## src/rtl/id_stage_buf_pkg.sv

```systemverilog
// Shared types for the decode stage: micro-op layout, FSM states, RISC-V opcode/funct constants.
package id_pkg;

  localparam int unsigned ALUOP_W = 5;
  localparam int unsigned REG_AW  = 5;

  typedef enum logic [ALUOP_W-1:0] {
    ALU_ADD, ALU_SUB, ALU_SLL, ALU_SLT, ALU_SLTU, ALU_XOR, ALU_SRL, ALU_SRA,
    ALU_OR, ALU_AND, ALU_PASSB,
    ALU_MUL, ALU_MULH, ALU_MULHSU, ALU_MULHU, ALU_DIV, ALU_DIVU, ALU_REM, ALU_REMU,
    ALU_EQ, ALU_NE, ALU_LT, ALU_GE, ALU_LTU, ALU_GEU
  } alu_op_e;

  typedef enum logic [1:0] {A_RS1, A_PC, A_ZERO} a_sel_e;
  typedef enum logic [1:0] {WB_ALU, WB_MEM, WB_PC4} wb_sel_e;
  typedef enum logic [2:0] {IMM_NONE, IMM_I, IMM_S, IMM_B, IMM_U, IMM_J} imm_type_e;
  typedef enum logic [1:0] {EMPTY, ONE, FULL} state_e;

  typedef struct packed {
    alu_op_e    alu_op;
    a_sel_e     a_sel;
    logic       b_imm;
    wb_sel_e    wb_sel;
    logic       rf_w;
    logic       dm_r;
    logic       dm_w;
    logic       muldiv;
    logic       sign;
    logic       word;
    logic       reads_rs2;
    logic       branch;
    logic       jump;
    logic [1:0] mem_size;
  } uop_t;

  localparam int unsigned UOP_W = $bits(uop_t);

  localparam logic [6:0] OP_LUI    = 7'b0110111;
  localparam logic [6:0] OP_AUIPC  = 7'b0010111;
  localparam logic [6:0] OP_JAL    = 7'b1101111;
  localparam logic [6:0] OP_JALR   = 7'b1100111;
  localparam logic [6:0] OP_BRANCH = 7'b1100011;
  localparam logic [6:0] OP_LOAD   = 7'b0000011;
  localparam logic [6:0] OP_STORE  = 7'b0100011;
  localparam logic [6:0] OP_IMM    = 7'b0010011;
  localparam logic [6:0] OP_OP     = 7'b0110011;
  localparam logic [6:0] OP_IMM32  = 7'b0011011;
  localparam logic [6:0] OP_OP32   = 7'b0111011;

  localparam logic [6:0] F7_BASE   = 7'b0000000;
  localparam logic [6:0] F7_ALT    = 7'b0100000;
  localparam logic [6:0] F7_MULDIV = 7'b0000001;

  function automatic alu_op_e alu_from_f3(input logic [2:0] f3, input logic alt);
    alu_op_e op;
    case (f3)
      3'd0:    op = alt ? ALU_SUB : ALU_ADD;
      3'd1:    op = ALU_SLL;
      3'd2:    op = ALU_SLT;
      3'd3:    op = ALU_SLTU;
      3'd4:    op = ALU_XOR;
      3'd5:    op = alt ? ALU_SRA : ALU_SRL;
      3'd6:    op = ALU_OR;
      default: op = ALU_AND;
    endcase
    return op;
  endfunction

  function automatic alu_op_e md_from_f3(input logic [2:0] f3);
    alu_op_e op;
    case (f3)
      3'd0:    op = ALU_MUL;
      3'd1:    op = ALU_MULH;
      3'd2:    op = ALU_MULHSU;
      3'd3:    op = ALU_MULHU;
      3'd4:    op = ALU_DIV;
      3'd5:    op = ALU_DIVU;
      3'd6:    op = ALU_REM;
      default: op = ALU_REMU;
    endcase
    return op;
  endfunction

endpackage

```

## src/rtl/id_stage_buf_if.sv

```systemverilog
// Fetch-side, execute-side and interlock signals of the decode stage.
interface id_stage_buf_if #(
  parameter int unsigned XLEN    = 64,
  parameter int unsigned NREG_AW = 5
);
  import id_pkg::*;

  localparam int unsigned SHW = $clog2(XLEN);

  logic               in_valid;
  logic               in_ready;
  logic [31:0]        in_instr;
  logic [XLEN-1:0]    in_pc;
  logic               flush;
  logic               ex_load_valid;
  logic [NREG_AW-1:0] ex_load_rdc;
  logic               out_valid;
  logic               out_ready;
  logic [XLEN-1:0]    out_pc;
  uop_t               out_uop;
  logic [NREG_AW-1:0] out_rs1c;
  logic [NREG_AW-1:0] out_rs2c;
  logic [NREG_AW-1:0] out_rdc;
  logic [XLEN-1:0]    out_imm;
  logic [SHW-1:0]     out_shamt;
  logic               hazard_stall;

  modport slave (
    input  in_valid, in_instr, in_pc, flush, ex_load_valid, ex_load_rdc, out_ready,
    output in_ready, out_valid, out_pc, out_uop, out_rs1c, out_rs2c, out_rdc, out_imm,
           out_shamt, hazard_stall
  );

  modport master (
    output in_valid, in_instr, in_pc, flush, ex_load_valid, ex_load_rdc, out_ready,
    input  in_ready, out_valid, out_pc, out_uop, out_rs1c, out_rs2c, out_rdc, out_imm,
           out_shamt, hazard_stall
  );
endinterface

```

## src/rtl/id_stage_buf_decode_core.sv

```systemverilog
// Combinational RV32/RV64 IM decoder: raw instruction -> micro-op, register indices, immediate, shamt.
module id_decode_core
  import id_pkg::*;
#(
  parameter int unsigned XLEN = 64,
  localparam int unsigned SHW = $clog2(XLEN)
) (
  input  logic [31:0]       instr,
  output uop_t              uop,
  output logic [REG_AW-1:0] rs1c,
  output logic [REG_AW-1:0] rs2c,
  output logic [REG_AW-1:0] rdc,
  output logic [XLEN-1:0]   imm,
  output logic [SHW-1:0]    shamt
);

  localparam bit IS64 = (XLEN == 64);

  logic [6:0] opcode;
  logic [6:0] f7;
  logic [2:0] f3;
  logic       legal;
  logic       i31;
  imm_type_e  itype;
  logic [31:0] imm32;

  assign opcode = instr[6:0];
  assign f3     = instr[14:12];
  assign f7     = instr[31:25];
  assign i31    = instr[31];
  assign rdc    = instr[11:7];
  assign rs1c   = instr[19:15];
  assign rs2c   = instr[24:20];
  // On RV32 the upper shamt bit (instr[25]) is simply not part of the field.
  assign shamt  = instr[20 +: SHW];

  always_comb begin
    uop   = '0;
    itype = IMM_NONE;
    legal = 1'b0;
    case (opcode)
      OP_LUI: begin
        legal = 1'b1; uop.alu_op = ALU_PASSB; uop.a_sel = A_ZERO;
        uop.b_imm = 1'b1; uop.rf_w = 1'b1; itype = IMM_U;
      end
      OP_AUIPC: begin
        legal = 1'b1; uop.a_sel = A_PC; uop.b_imm = 1'b1; uop.rf_w = 1'b1; itype = IMM_U;
      end
      OP_JAL: begin
        legal = 1'b1; uop.a_sel = A_PC; uop.b_imm = 1'b1; uop.wb_sel = WB_PC4;
        uop.jump = 1'b1; uop.rf_w = 1'b1; itype = IMM_J;
      end
      OP_JALR: begin
        legal = (f3 == 3'd0); uop.b_imm = 1'b1; uop.wb_sel = WB_PC4;
        uop.jump = 1'b1; uop.rf_w = 1'b1; itype = IMM_I;
      end
      OP_BRANCH: begin
        legal = 1'b1; uop.reads_rs2 = 1'b1; uop.branch = 1'b1; uop.sign = ~f3[1]; itype = IMM_B;
        case (f3)
          3'd0:    uop.alu_op = ALU_EQ;
          3'd1:    uop.alu_op = ALU_NE;
          3'd4:    uop.alu_op = ALU_LT;
          3'd5:    uop.alu_op = ALU_GE;
          3'd6:    uop.alu_op = ALU_LTU;
          3'd7:    uop.alu_op = ALU_GEU;
          default: legal = 1'b0;
        endcase
      end
      OP_LOAD: begin
        legal = (f3 inside {3'd0, 3'd1, 3'd2, 3'd4, 3'd5}) || (IS64 && (f3 == 3'd3 || f3 == 3'd6));
        uop.b_imm = 1'b1; uop.dm_r = 1'b1; uop.rf_w = 1'b1; uop.wb_sel = WB_MEM;
        uop.sign = ~f3[2]; uop.mem_size = f3[1:0]; itype = IMM_I;
      end
      OP_STORE: begin
        legal = (f3 inside {3'd0, 3'd1, 3'd2}) || (IS64 && f3 == 3'd3);
        uop.b_imm = 1'b1; uop.dm_w = 1'b1; uop.reads_rs2 = 1'b1;
        uop.mem_size = f3[1:0]; itype = IMM_S;
      end
      OP_IMM: begin
        legal = 1'b1; uop.b_imm = 1'b1; uop.rf_w = 1'b1; itype = IMM_I;
        uop.alu_op = alu_from_f3(f3, 1'b0);
        if (f3 == 3'd1) begin
          legal = IS64 ? (instr[31:26] == 6'd0) : (f7 == F7_BASE);
        end else if (f3 == 3'd5) begin
          legal = IS64 ? (instr[31:26] == 6'd0 || instr[31:26] == 6'b010000)
                       : (f7 == F7_BASE || f7 == F7_ALT);
          uop.alu_op = alu_from_f3(f3, instr[30]);
        end
      end
      OP_OP: begin
        uop.reads_rs2 = 1'b1; uop.rf_w = 1'b1;
        if (f7 == F7_BASE) begin
          legal = 1'b1; uop.alu_op = alu_from_f3(f3, 1'b0);
        end else if (f7 == F7_ALT && (f3 == 3'd0 || f3 == 3'd5)) begin
          legal = 1'b1; uop.alu_op = alu_from_f3(f3, 1'b1);
        end else if (f7 == F7_MULDIV) begin
          legal = 1'b1; uop.muldiv = 1'b1; uop.alu_op = md_from_f3(f3);
        end
      end
      OP_IMM32: begin
        // Word ops only exist on RV64; on RV32 they fall through as NOPs.
        if (IS64) begin
          uop.b_imm = 1'b1; uop.rf_w = 1'b1; uop.word = 1'b1; itype = IMM_I;
          uop.alu_op = alu_from_f3(f3, instr[30] & (f3 == 3'd5));
          legal = (f3 == 3'd0) || (f3 == 3'd1 && f7 == F7_BASE) ||
                  (f3 == 3'd5 && (f7 == F7_BASE || f7 == F7_ALT));
        end
      end
      OP_OP32: begin
        if (IS64) begin
          uop.reads_rs2 = 1'b1; uop.rf_w = 1'b1; uop.word = 1'b1;
          if (f7 == F7_BASE && (f3 inside {3'd0, 3'd1, 3'd5})) begin
            legal = 1'b1; uop.alu_op = alu_from_f3(f3, 1'b0);
          end else if (f7 == F7_ALT && (f3 == 3'd0 || f3 == 3'd5)) begin
            legal = 1'b1; uop.alu_op = alu_from_f3(f3, 1'b1);
          end else if (f7 == F7_MULDIV && (f3 inside {3'd0, 3'd4, 3'd5, 3'd6, 3'd7})) begin
            legal = 1'b1; uop.muldiv = 1'b1; uop.alu_op = md_from_f3(f3);
          end
        end
      end
      default: ;
    endcase
    if (!legal) begin
      uop   = '0;
      itype = IMM_NONE;
    end
  end

  always_comb begin
    imm32 = '0;
    case (itype)
      IMM_I:   imm32 = {{20{i31}}, instr[31:20]};
      IMM_S:   imm32 = {{20{i31}}, instr[31:25], instr[11:7]};
      IMM_B:   imm32 = {{20{i31}}, instr[7], instr[30:25], instr[11:8], 1'b0};
      IMM_U:   imm32 = {instr[31:12], 12'd0};
      IMM_J:   imm32 = {{12{i31}}, instr[19:12], instr[20], instr[30:21], 1'b0};
      default: imm32 = '0;
    endcase
  end

  assign imm = XLEN'($signed(imm32));

endmodule

```

## src/rtl/id_stage_buf.sv

```systemverilog
// Registered decode stage: decode at input, 2-entry head/skid buffer, flush and load-use interlock.
module id_stage_buf
  import id_pkg::*;
#(
  parameter int unsigned XLEN        = 64,
  parameter int unsigned ALUOP_WIDTH = ALUOP_W,
  parameter int unsigned NREG_AW     = REG_AW
) (
  input logic         clk,
  input logic         rst,
  id_stage_buf_if.slave bus
);

  localparam int unsigned SHW = $clog2(XLEN);

  if (ALUOP_WIDTH != ALUOP_W || NREG_AW != REG_AW) begin : g_param_check
    $error("id_stage_buf: ALUOP_WIDTH/NREG_AW must match id_pkg");
  end

  typedef struct packed {
    logic [XLEN-1:0]   pc;
    logic [UOP_W-1:0]  uop;
    logic [REG_AW-1:0] rs1c;
    logic [REG_AW-1:0] rs2c;
    logic [REG_AW-1:0] rdc;
    logic [XLEN-1:0]   imm;
    logic [SHW-1:0]    shamt;
  } entry_t;

  state_e state_q, state_d;
  logic   in_ready_q;
  entry_t head_q, skid_q, dec_entry;
  logic   head_ld, head_from_skid, skid_ld;
  logic   acc, pop, head_valid, hazard, out_valid_c;
  uop_t   head_uop;

  uop_t              dec_uop;
  logic [REG_AW-1:0] dec_rs1c, dec_rs2c, dec_rdc;
  logic [XLEN-1:0]   dec_imm;
  logic [SHW-1:0]    dec_shamt;

  id_decode_core #(.XLEN(XLEN)) u_dec (
    .instr (bus.in_instr),
    .uop   (dec_uop),
    .rs1c  (dec_rs1c),
    .rs2c  (dec_rs2c),
    .rdc   (dec_rdc),
    .imm   (dec_imm),
    .shamt (dec_shamt)
  );

  assign dec_entry = '{pc: bus.in_pc, uop: dec_uop, rs1c: dec_rs1c, rs2c: dec_rs2c,
                       rdc: dec_rdc, imm: dec_imm, shamt: dec_shamt};

  // Load-use interlock against the head entry; x0 never interlocks.
  assign head_valid  = (state_q != EMPTY);
  assign head_uop    = uop_t'(head_q.uop);
  assign hazard      = head_valid && bus.ex_load_valid && (bus.ex_load_rdc != '0) &&
                       ((REG_AW'(bus.ex_load_rdc) == head_q.rs1c) ||
                        (head_uop.reads_rs2 && (REG_AW'(bus.ex_load_rdc) == head_q.rs2c)));
  assign out_valid_c = head_valid && !hazard;

  assign acc = bus.in_valid && in_ready_q && !bus.flush;
  assign pop = out_valid_c && bus.out_ready;

  always_ff @(posedge clk or posedge rst) begin
    if (rst) begin
      state_q    <= EMPTY;
      in_ready_q <= 1'b1;
    end else begin
      state_q    <= state_d;
      in_ready_q <= (state_d != FULL);
    end
  end

  always_comb begin
    state_d        = state_q;
    head_ld        = 1'b0;
    head_from_skid = 1'b0;
    skid_ld        = 1'b0;
    case (state_q)
      EMPTY: begin
        if (acc) begin
          state_d = ONE;
          head_ld = 1'b1;
        end
      end
      ONE: begin
        if (acc && pop) begin
          head_ld = 1'b1;
        end else if (acc) begin
          state_d = FULL;
          skid_ld = 1'b1;
        end else if (pop) begin
          state_d = EMPTY;
        end
      end
      FULL: begin
        if (pop) begin
          state_d        = ONE;
          head_from_skid = 1'b1;
        end
      end
      default: state_d = EMPTY;
    endcase
    if (bus.flush) begin
      state_d = EMPTY;
    end
  end

  always_ff @(posedge clk or posedge rst) begin
    if (rst) begin
      head_q <= '0;
      skid_q <= '0;
    end else begin
      if (head_ld) begin
        head_q <= dec_entry;
      end else if (head_from_skid) begin
        head_q <= skid_q;
      end
      if (skid_ld) begin
        skid_q <= dec_entry;
      end
    end
  end

  assign bus.in_ready     = in_ready_q;
  assign bus.out_valid    = out_valid_c;
  assign bus.hazard_stall = hazard;
  assign bus.out_pc       = head_q.pc;
  assign bus.out_uop      = head_uop;
  assign bus.out_rs1c     = NREG_AW'(head_q.rs1c);
  assign bus.out_rs2c     = NREG_AW'(head_q.rs2c);
  assign bus.out_rdc      = NREG_AW'(head_q.rdc);
  assign bus.out_imm      = head_q.imm;
  assign bus.out_shamt    = head_q.shamt;

endmodule

```

## src/flat_wrapper.sv

```systemverilog
// flat-port wrapper written by rule: the top's interface ports become plain ports
module id_stage_buf_flat import id_pkg::*;
#(
  parameter int unsigned XLEN        = 64,
  parameter int unsigned ALUOP_WIDTH = ALUOP_W,
  parameter int unsigned NREG_AW     = REG_AW
)
  (clk, rst, bus_in_valid, bus_in_instr, bus_in_pc, bus_flush, bus_ex_load_valid, bus_ex_load_rdc, bus_out_ready, bus_in_ready, bus_out_valid, bus_out_pc, bus_out_uop, bus_out_rs1c, bus_out_rs2c, bus_out_rdc, bus_out_imm, bus_out_shamt, bus_hazard_stall);
  id_stage_buf_if #(.XLEN(XLEN), .NREG_AW(NREG_AW)) bus_i ();
  input logic clk;
  input logic rst;
  input wire logic [$bits(bus_i.in_valid)-1:0] bus_in_valid;
  input wire logic [$bits(bus_i.in_instr)-1:0] bus_in_instr;
  input wire logic [$bits(bus_i.in_pc)-1:0] bus_in_pc;
  input wire logic [$bits(bus_i.flush)-1:0] bus_flush;
  input wire logic [$bits(bus_i.ex_load_valid)-1:0] bus_ex_load_valid;
  input wire logic [$bits(bus_i.ex_load_rdc)-1:0] bus_ex_load_rdc;
  input wire logic [$bits(bus_i.out_ready)-1:0] bus_out_ready;
  output wire logic [$bits(bus_i.in_ready)-1:0] bus_in_ready;
  output wire logic [$bits(bus_i.out_valid)-1:0] bus_out_valid;
  output wire logic [$bits(bus_i.out_pc)-1:0] bus_out_pc;
  output wire logic [$bits(bus_i.out_uop)-1:0] bus_out_uop;
  output wire logic [$bits(bus_i.out_rs1c)-1:0] bus_out_rs1c;
  output wire logic [$bits(bus_i.out_rs2c)-1:0] bus_out_rs2c;
  output wire logic [$bits(bus_i.out_rdc)-1:0] bus_out_rdc;
  output wire logic [$bits(bus_i.out_imm)-1:0] bus_out_imm;
  output wire logic [$bits(bus_i.out_shamt)-1:0] bus_out_shamt;
  output wire logic [$bits(bus_i.hazard_stall)-1:0] bus_hazard_stall;
  assign bus_i.in_valid = bus_in_valid;
  assign bus_i.in_instr = bus_in_instr;
  assign bus_i.in_pc = bus_in_pc;
  assign bus_i.flush = bus_flush;
  assign bus_i.ex_load_valid = bus_ex_load_valid;
  assign bus_i.ex_load_rdc = bus_ex_load_rdc;
  assign bus_i.out_ready = bus_out_ready;
  assign bus_in_ready = bus_i.in_ready;
  assign bus_out_valid = bus_i.out_valid;
  assign bus_out_pc = bus_i.out_pc;
  assign bus_out_uop = bus_i.out_uop;
  assign bus_out_rs1c = bus_i.out_rs1c;
  assign bus_out_rs2c = bus_i.out_rs2c;
  assign bus_out_rdc = bus_i.out_rdc;
  assign bus_out_imm = bus_i.out_imm;
  assign bus_out_shamt = bus_i.out_shamt;
  assign bus_hazard_stall = bus_i.hazard_stall;
  id_stage_buf #(.XLEN(XLEN), .ALUOP_WIDTH(ALUOP_WIDTH), .NREG_AW(NREG_AW)) u_core (.clk(clk), .rst(rst), .bus(bus_i));
endmodule
```

## config.mk

```make
export PLATFORM = sky130hd
export DESIGN_NAME = id_stage_buf_flat
export DESIGN_NICKNAME = d
export VERILOG_FILES = /design/src/rtl/id_stage_buf_pkg.sv /design/src/rtl/id_stage_buf_if.sv /design/src/rtl/id_stage_buf_decode_core.sv /design/src/rtl/id_stage_buf.sv /design/src/flat_wrapper.sv
export SDC_FILE = /design/constraint.sdc
export NUM_CORES = 1
export LEC_CHECK = 0
export ABC_AREA = 1
export ABC_CLOCK_PERIOD_IN_PS = 13100
export BUFFER_PORTS_ARGS = -buffer_cell sky130_fd_sc_hd__buf_2
export CAP_MARGIN = 20
export CORE_UTILIZATION = 50
export CTS_CLUSTER_SIZE = 16
export DETAILED_ROUTE_END_ITERATION = 8
export PLACE_DENSITY = 0.72
export SLEW_MARGIN = 25
export SYNTH_ARGS = -nofsm -noshare
export SYNTH_HDL_FRONTEND = slang
export SYNTH_SLANG_ARGS = --single-unit
```

## constraint.sdc

```tcl
create_clock -name clk -period 13.1 [get_ports clk]
set_input_delay 1.965 -clock clk [delete_from_list [all_inputs] [get_ports clk]]
set_output_delay 1.965 -clock clk [all_outputs]
set_load 0.02 [all_outputs]
```

==> flow_summary.json, run 1 <==
{
  "status": "finished, final reports clean",
  "worstSkewPairLatency_ps": 540,
  "wl_per_cell_um": 16.42,
  "tns_ps": 0,
  "fmax_mhz": 204.1,
  "finClkSkew_ps": 11.16,
  "clk_path_buf_depth": 3,
  "synth-async-reset-ratio_pct": 100.0,
  "synth.avg_cell_area_sq_um": 7.679,
  "rows": 58,
  "grt_pass1_vias": 10900,
  "hold_ws_ps": 468.2,
  "ant_nets": 0,
  "synth_top_area_share_pct": 51.63,
  "wl_met1_mm": 15.92,
  "grtUsageTotal_pct": 27.76,
  "hpwl_mm": 24.29,
  "hold_end": "u_core.skid_q[131]$_DFFE_PP0P_",
  "numCtsBuffers": 29,
  "holdPathStages": 2,
  "synthesis.area_sq_um": 12890,
  "fin_crit_sh_pct": 37.41,
  "cts_tree": "built",
  "initial_core_util_pct": 51.05,
  "cap_violations": 0,
  "ys_types": 38,
  "cts.clk_slew.worst_paths_ps": 60,
  "r2r_cells": 15,
  "synthFlopType": "dfrtp_1",
  "hold_violations": 0,
  "first_iter_violations": 1339,
  "antenna_found_initial": 6,
  "nets": 1994,
  "gr-total-overflow": 0,
  "die_area_sq_um": 26430,
  "cp-start-kind": "input pin",
  "ctsResizeCount": 0,
  "critPathKind": "in2out",
  "period_minus_slack_ps": 4900,
  "viasPerCell": 5.235,
  "crit_fanout": 3,
  "arrival_ps": 2940,
  "r2r_slack_ps": 9420,
  "hp-class": "reg2reg",
  "core_sq_um": 25250,
  "min-delay-start": "u_core.skid_q[131]$_DFFE_PP0P_",
  "synthCells": 1679,
  "utilization_pct": 59.93,
  "clkSinkCount": 267,
  "slew_headroom_pct": 28.31,
  "drt_wl_total_mm": 36.76,
  "power_mw": 2.399,
  "crit_family": "buffers and inverters",
  "synth_edf_count": 0,
  "wl_met3_mm": 3.123,
  "vias": 11720,
  "highest_layer": "met5",
  "slew_violations": 0,
  "p_leak_nw": 8.596,
  "wl_met2_mm": 16.49,
  "post_cts_buffers": 0,
  "grt_pass1_wl_mm": 58.15,
  "worstPathCellList": "buf_2 -> inv_1 -> o22ai_1 -> nor2_1 -> nand3_1 -> nand2_1 -> nand2_2 -> inv_1 -> a21oi_1 -> buf_2",
  "critPathMaxStageDelay_ps": 190,
  "worstPathRequired_ps": 11140,
  "power_density_nw_per_um2": 158.5,
  "grt_max_degree": 117,
  "critPathCaptureType": "primary output",
  "h-tree-depth": 1,
  "crit_slowest_cell": "buf_2",
  "synth_top_cell_by_area": "dfrtp_1",
  "dieWidth_um": 162.6,
  "postCtsHoldBufs": 0,
  "root_buffer": "clkbuf_16",
  "ys_ff_latch": 267,
  "drc": 0,
  "syn_to_final_growth_pct": 17.39,
  "timing.rr.start": "u_core.bus.out_shamt[4]$_DFFE_PP0P_",
  "worst_slew_pin_slew_ps": 1075,
  "drive_above_1_share_pct": 20.65,
  "gp_congestion": 0.9202,
  "rsz0062_at_grt": "no",
  "io_pins": 280,
  "ir_drop_mv": 0.1067,
  "finalSetupViolations": 0,
  "worst_slack_ps": 8200,
  "drtPass1Iterations": 5,
  "crit_buf_inv": 4,
  "yosys_warnings": 0,
  "dp_slack_ps": 7633,
  "synth_nets": 1792,
  "synthTopCellsByArea": "dfrtp_1, nand2_1, nand3_1",
  "die-height_um": 162.6,
  "r2r_end": "u_core.bus.out_pc[46]$_DFFE_PP0P_",
  "ys_seq_area_share_pct": 51.83,
  "port_buffers": 279
}
state kept, by name, indices dropped and copies added (netlist names):
name and cells:
u_core.state_q 2, u_core.bus.out_shamt 6, u_core.bus.out_uop 20, u_core.bus.out_pc 64, u_core.skid_q 132, u_core.bus.in_ready 1
u_core.bus.out_imm 32, u_core.bus.out_rdc 5, u_core.bus.out_rs1c 5
worst reg2reg max path: cells and delay by family (launching register included):
kind / cells / cell delay [ps]
flip-flops: 1 / 470
AND/OR/NAND/NOR: 12 / 1780
buffers and inverters: 3 / 1360
through the flow:
stage | cells | area [sq um]
after floorplan | 1679 | 12890
after global placement | 2180 | 14130
after detailed placement | 2180 | 14130
after CTS | 2233 | 15120
after global routing | 2236 | 15130
final | 2238 | 15130
Yosys cell counts, types with 9 or more instances:
master and n:
nand3_1 178, a21oi_1 21, inv_1 95, o211ai_1 18, inv_2 11, clkbuf_1 29, o21ai_0 34, nand2_1 826
dfrtp_1 266, buf_2 43, buf_4 39, nand2_2 12, nor2_2 9, nor2_1 32
how the worst max path moves through the flow:
stage	from	to	slack, ps	cells after the start
final	bus_ex_load_rdc[1]	bus_out_valid	8200	10
after global routing	bus_ex_load_rdc[1]	bus_out_valid	8110	10
after CTS	bus_ex_load_rdc[4]	u_core.bus.out_pc[46]$_DFFE_PP0P_	8170	14
after detailed placement	bus_ex_load_rdc[4]	u_core.bus.out_uop[4]$_DFFE_PP0P_	7630	14
after global placement	bus_ex_load_rdc[4]	u_core.bus.out_uop[4]$_DFFE_PP0P_	7720	14
after floorplan	rst	u_core.bus.out_imm[0]$_DFFE_PP0P_	3780	1
cell type report:
cell class / count / area, sq um
multi-input combinational: 1189 / 5162
fill: 2322 / 10120
antenna: 5 / 12.51
sequential: 267 / 6683
tap: 330 / 412.9
clock buffer: 42 / 884.6
clock inverter: 11 / 98.84
timing repair buffer: 288 / 1468
inverter: 106 / 412.9
cell usage in the layout, fill, tap and decap left out, drive strengths merged, types with 2 or more instances in the layout:
cell      count
xor2          2
nand3       185
clkbuf       42
buf         288
nor3          6
a31oi         2
a21oi        21
nor2         46
o21ai        40
ha            6
o22ai         5
a221oi        2
inv         109
o211ai       18
nand4         7
dfrtp       266
clkinv        5
clkinvlp      2
nand2       842
diode         5
cell families (layout without fill, tap and decap cells):
family	after synthesis	count (layout)	synth area share, %
buffers and inverters	223	447	8.162
xor gates and xnor gates	3	3	0.2038
and+or+nand+nor	1087	1087	35.01
DFF	267	267	51.83
other	0	5	0
adders and majority gates	6	6	0.5823
AOI/OAI and AO/OA	93	93	4.212
report_power, final:
part / total (mW) / switching [mW] / internal (mW)
Sequential: 1.08 / 0.0991 / 0.981
Combinational: 0.495 / 0.335 / 0.160
Clock: 0.824 / 0.335 / 0.489
layer usage:
| layer | global-route usage (%) | vias up |
|---|---|---|
| met1 | 39.72 | 5494 |
| met2 | 42.40 | 513 |
| met4 | 9.898 | 2 |
| met5 | 0 | - |
| li1 | - | 5633 |
| met3 | 4.940 | 75 |
Note: power is estimated with default switching activity, not from simulation.
==> run 2, diff against run 1 <==
--- a/config.mk
+++ b/config.mk
@@ -5,8 +5,8 @@
 export SDC_FILE = /design/constraint.sdc
 export NUM_CORES = 1
 export LEC_CHECK = 0
-export ABC_AREA = 1
-export ABC_CLOCK_PERIOD_IN_PS = 13100
+export ABC_AREA = 0
+export ABC_CLOCK_PERIOD_IN_PS = 4600
 export BUFFER_PORTS_ARGS = -buffer_cell sky130_fd_sc_hd__buf_2
 export CAP_MARGIN = 20
 export CORE_UTILIZATION = 50
==> constraint.sdc (replaced) <==
create_clock -name clk -period 4.6 [get_ports clk]
set_input_delay 0.69 -clock clk [delete_from_list [all_inputs] [get_ports clk]]
set_output_delay 0.69 -clock clk [all_outputs]
set_load 0.02 [all_outputs]
==> run 2 against run 1 <==
Against the previous run: sequential share of layout area grew 0.25 points; global-route usage shrank 1.3 points; setup slack lost 6900 ps; synthesized cell count shrank 27%; final area shrank 0.56%; first-iteration DRC count shrank 30%; worst hold slack lost 190 ps; sequential power grew to 2.8 times the previous value; clock power grew to 2.9 times the previous value.
==> flow_summary.json, run 2 <==
{
  "finClkSkew_ps": 16.34,
  "synth_xor_area_share_pct": 0.6906,
  "port_buffers": 279,
  "dp_slack_ps": 860.9,
  "timing.rr.start": "u_core.bus.in_ready$_DFF_PP1_",
  "synthMuxAreaShare_pct": 9.422,
  "grt_max_degree": 147,
  "worstPathCellList": "buf_2 -> inv_1 -> ha_1 -> or3_1 -> a21oi_1 -> o22ai_1 -> o2bb2ai_2 -> o211ai_2 -> a31oi_1",
  "worst_slew_pin_slew_ps": 904.2,
  "dieWidth_um": 161.3,
  "synth_top_family_by_area": "compound AO/OA/AOI/OAI gates",
  "critPathMaxStageDelay_ps": 690,
  "cp-start-kind": "input pin",
  "nFillCells": 2076,
  "synthesis.area_sq_um": 12680,
  "worstPathRequired_ps": 4980,
  "fin_crit_sh_pct": 71.18,
  "rsz0062_at_grt": "no",
  "gp_congestion": 0.9072,
  "syn_to_final_growth_pct": 18.67,
  "post_cts_buffers": 0,
  "io_pins": 280,
  "synth-adder-area-share_pct": 0.5919,
  "final_common_cell": "buf_2",
  "yosys-top-cells-count": "dfrtp_1, o21ai_0, inv_1, a22oi_1, mux2_2",
  "crit_family": "compound AO/OA/AOI/OAI gates",
  "first_iter_violations": 938,
  "status": "finished, final reports clean",
  "gr-total-overflow": 0,
  "die-height_um": 161.3,
  "met3_usage_pct": 5.136,
  "synth-simple-area-share_pct": 6.452,
  "regMostFlops": "u_core.skid_q",
  "hpwl_mm": 22.39,
  "clk_path_buf_depth": 3,
  "numCtsBuffers": 28,
  "crit_start": "bus_in_instr[13]",
  "wl_per_cell_um": 19.56,
  "die_area_sq_um": 26000,
  "drt_wl_total_mm": 34.60,
  "tns_ps": 0,
  "synth-async-reset-ratio_pct": 100.0,
  "worstSkewPairLatency_ps": 540,
  "synth_top_area_share_pct": 52.49,
  "synth_compound_area_share_pct": 21.49,
  "ys_types": 68,
  "nets": 1536,
  "synthTopCellsByArea": "dfrtp_1, mux2_2, a22oi_1",
  "hold_violations": 0,
  "arrival_ps": 3650,
  "synth_edf_count": 0,
  "crit_buf_inv": 2,
  "power_mw": 6.689,
  "synth_nets": 1338,
  "grt_pass1_vias": 9899,
  "postCtsHoldBufs": 0,
  "cts_tree": "built",
  "synthCells": 1225,
  "r2r_end": "u_core.bus.out_shamt[0]$_DFFE_PP0P_",
  "grt_pass1_wl_mm": 54.94,
  "fmax_mhz": 305.4,
  "largest_register_ffs": 132,
  "grtUsageTotal_pct": 26.46,
  "period_minus_slack_ps": 3274,
  "drc": 0,
  "vias": 10220,
  "rows": 57,
  "antenna_found_initial": 3,
  "crit_slowest_cell": "o211ai_2",
  "slew_headroom_pct": 39.36,
  "critPathCaptureType": "flip-flop",
  "top_usage_layer": "met2",
  "viasPerCell": 5.777,
  "ir_drop_mv": 0.3895,
  "ant_nets": 0,
  "worst_slack_ps": 1326,
  "grt_use_met2_pct": 40.40,
  "r2r_slack_ps": 1770,
  "finalSetupViolations": 0,
  "cts.clk_slew.worst_paths_ps": 60,
  "crit_cells": 9,
  "core_sq_um": 24600,
  "yosysMostFrequentCell": "dfrtp_1",
  "crit_end": "u_core.skid_q[19]$_DFFE_PP0P_",
  "ys_seq_area_share_pct": 52.69,
  "synth.avg_cell_area_sq_um": 10.35,
  "power_density_nw_per_um2": 444.5,
  "placed_cell_area_sq_um": 14080,
  "h-tree-depth": 1,
  "cap_violations": 0,
  "drive_above_1_share_pct": 31.28,
  "initial_core_util_pct": 51.54,
  "slew_violations": 0,
  "drtPass1Iterations": 5,
  "crit_fanout": 21,
  "finalInstanceArea_sq_um": 15050,
  "use_met1_pct": 38.36,
  "synth_top_cell_by_area": "dfrtp_1",
  "r2r_cells": 7,
  "critPathKind": "in2reg",
  "hp-class": "in2async",
  "ys_ff_latch": 267,
  "yosys_warnings": 0,
  "hold_ws_ps": 277.7,
  "p_leak_nw": 7.029,
  "layout_common_cells": "buf_2, dfrtp_1, o21ai_0",
  "ctsResizeCount": 0,
  "clkSinkCount": 267,
  "synthFlopType": "dfrtp_1",
  "root_buffer": "clkbuf_16"
}
## run 2: where the power goes
| part | leakage [nW] | internal, mW | total (mW) | switching [mW] |
|---|---|---|---|---|
| Clock | 0.481 | 1.42 | 2.35 | 0.922 |
| Sequential | 3.39 | 2.80 | 3.06 | 0.256 |
| Combinational | 3.16 | 0.520 | 1.29 | 0.765 |
| Total | 7.03 | 4.75 | 6.69 | 1.94 |
## run 2: layer usage
| layer | part of all wire, % | vias up |
|---|---|---|
| li1 | - | 4734 |
| met1 | 44 | 5017 |
| met2 | 46 | 419 |
| met3 | 7.6 | 49 |
| met4 | 2.2 | 0 |
| met5 | 0 | - |
## run 2: cell families (layout without fill, tap and decap cells)
kind of cell	Yosys count	count (layout)
other cells	0	3
mux	109	109
buf+inv	248	465
simple gates	170	170
fa+ha+maj	6	6
compound gates	415	415
flops	267	267
xor+xnor	10	10
## run 2: cell type report
| cell class | count | area [sq um] | share of cell area, % |
|---|---|---|---|
| Sequential cell | 267 | 6683 | 44.40 |
| Multi-Input combinational cell | 710 | 4952 | 32.91 |
| Timing Repair Buffer | 298 | 1589 | 10.56 |
| Clock buffer | 38 | 829.5 | 5.512 |
| Inverter | 118 | 446.7 | 2.968 |
| Tap cell | 324 | 405.4 | 2.694 |
| Clock inverter | 11 | 136.4 | 0.9062 |
| Antenna cell | 3 | 7.507 | 0.04988 |
## run 2: through the flow
stage,utilization (%),instances
2_1_floorplan,-,1225
3_3_place_gp,57.21,1717
3_5_place_dp,57.21,1717
4_1_cts,61.13,1766
5_1_grt,61.16,1769
6_report,61.16,1769
## run 2: worst min path at each step
stage,end,slack [ps]
finish,u_core.bus.out_pc[53]$_DFFE_PP0P_,280
global route,u_core.skid_q[140]$_DFFE_PP0P_,320
CTS,u_core.skid_q[140]$_DFFE_PP0P_,270
detailed placement,u_core.bus.out_imm[4]$_DFFE_PP0P_,460
global placement,u_core.bus.out_imm[4]$_DFFE_PP0P_,460
floorplan,u_core.bus.out_imm[1]$_DFFE_PP0P_,450
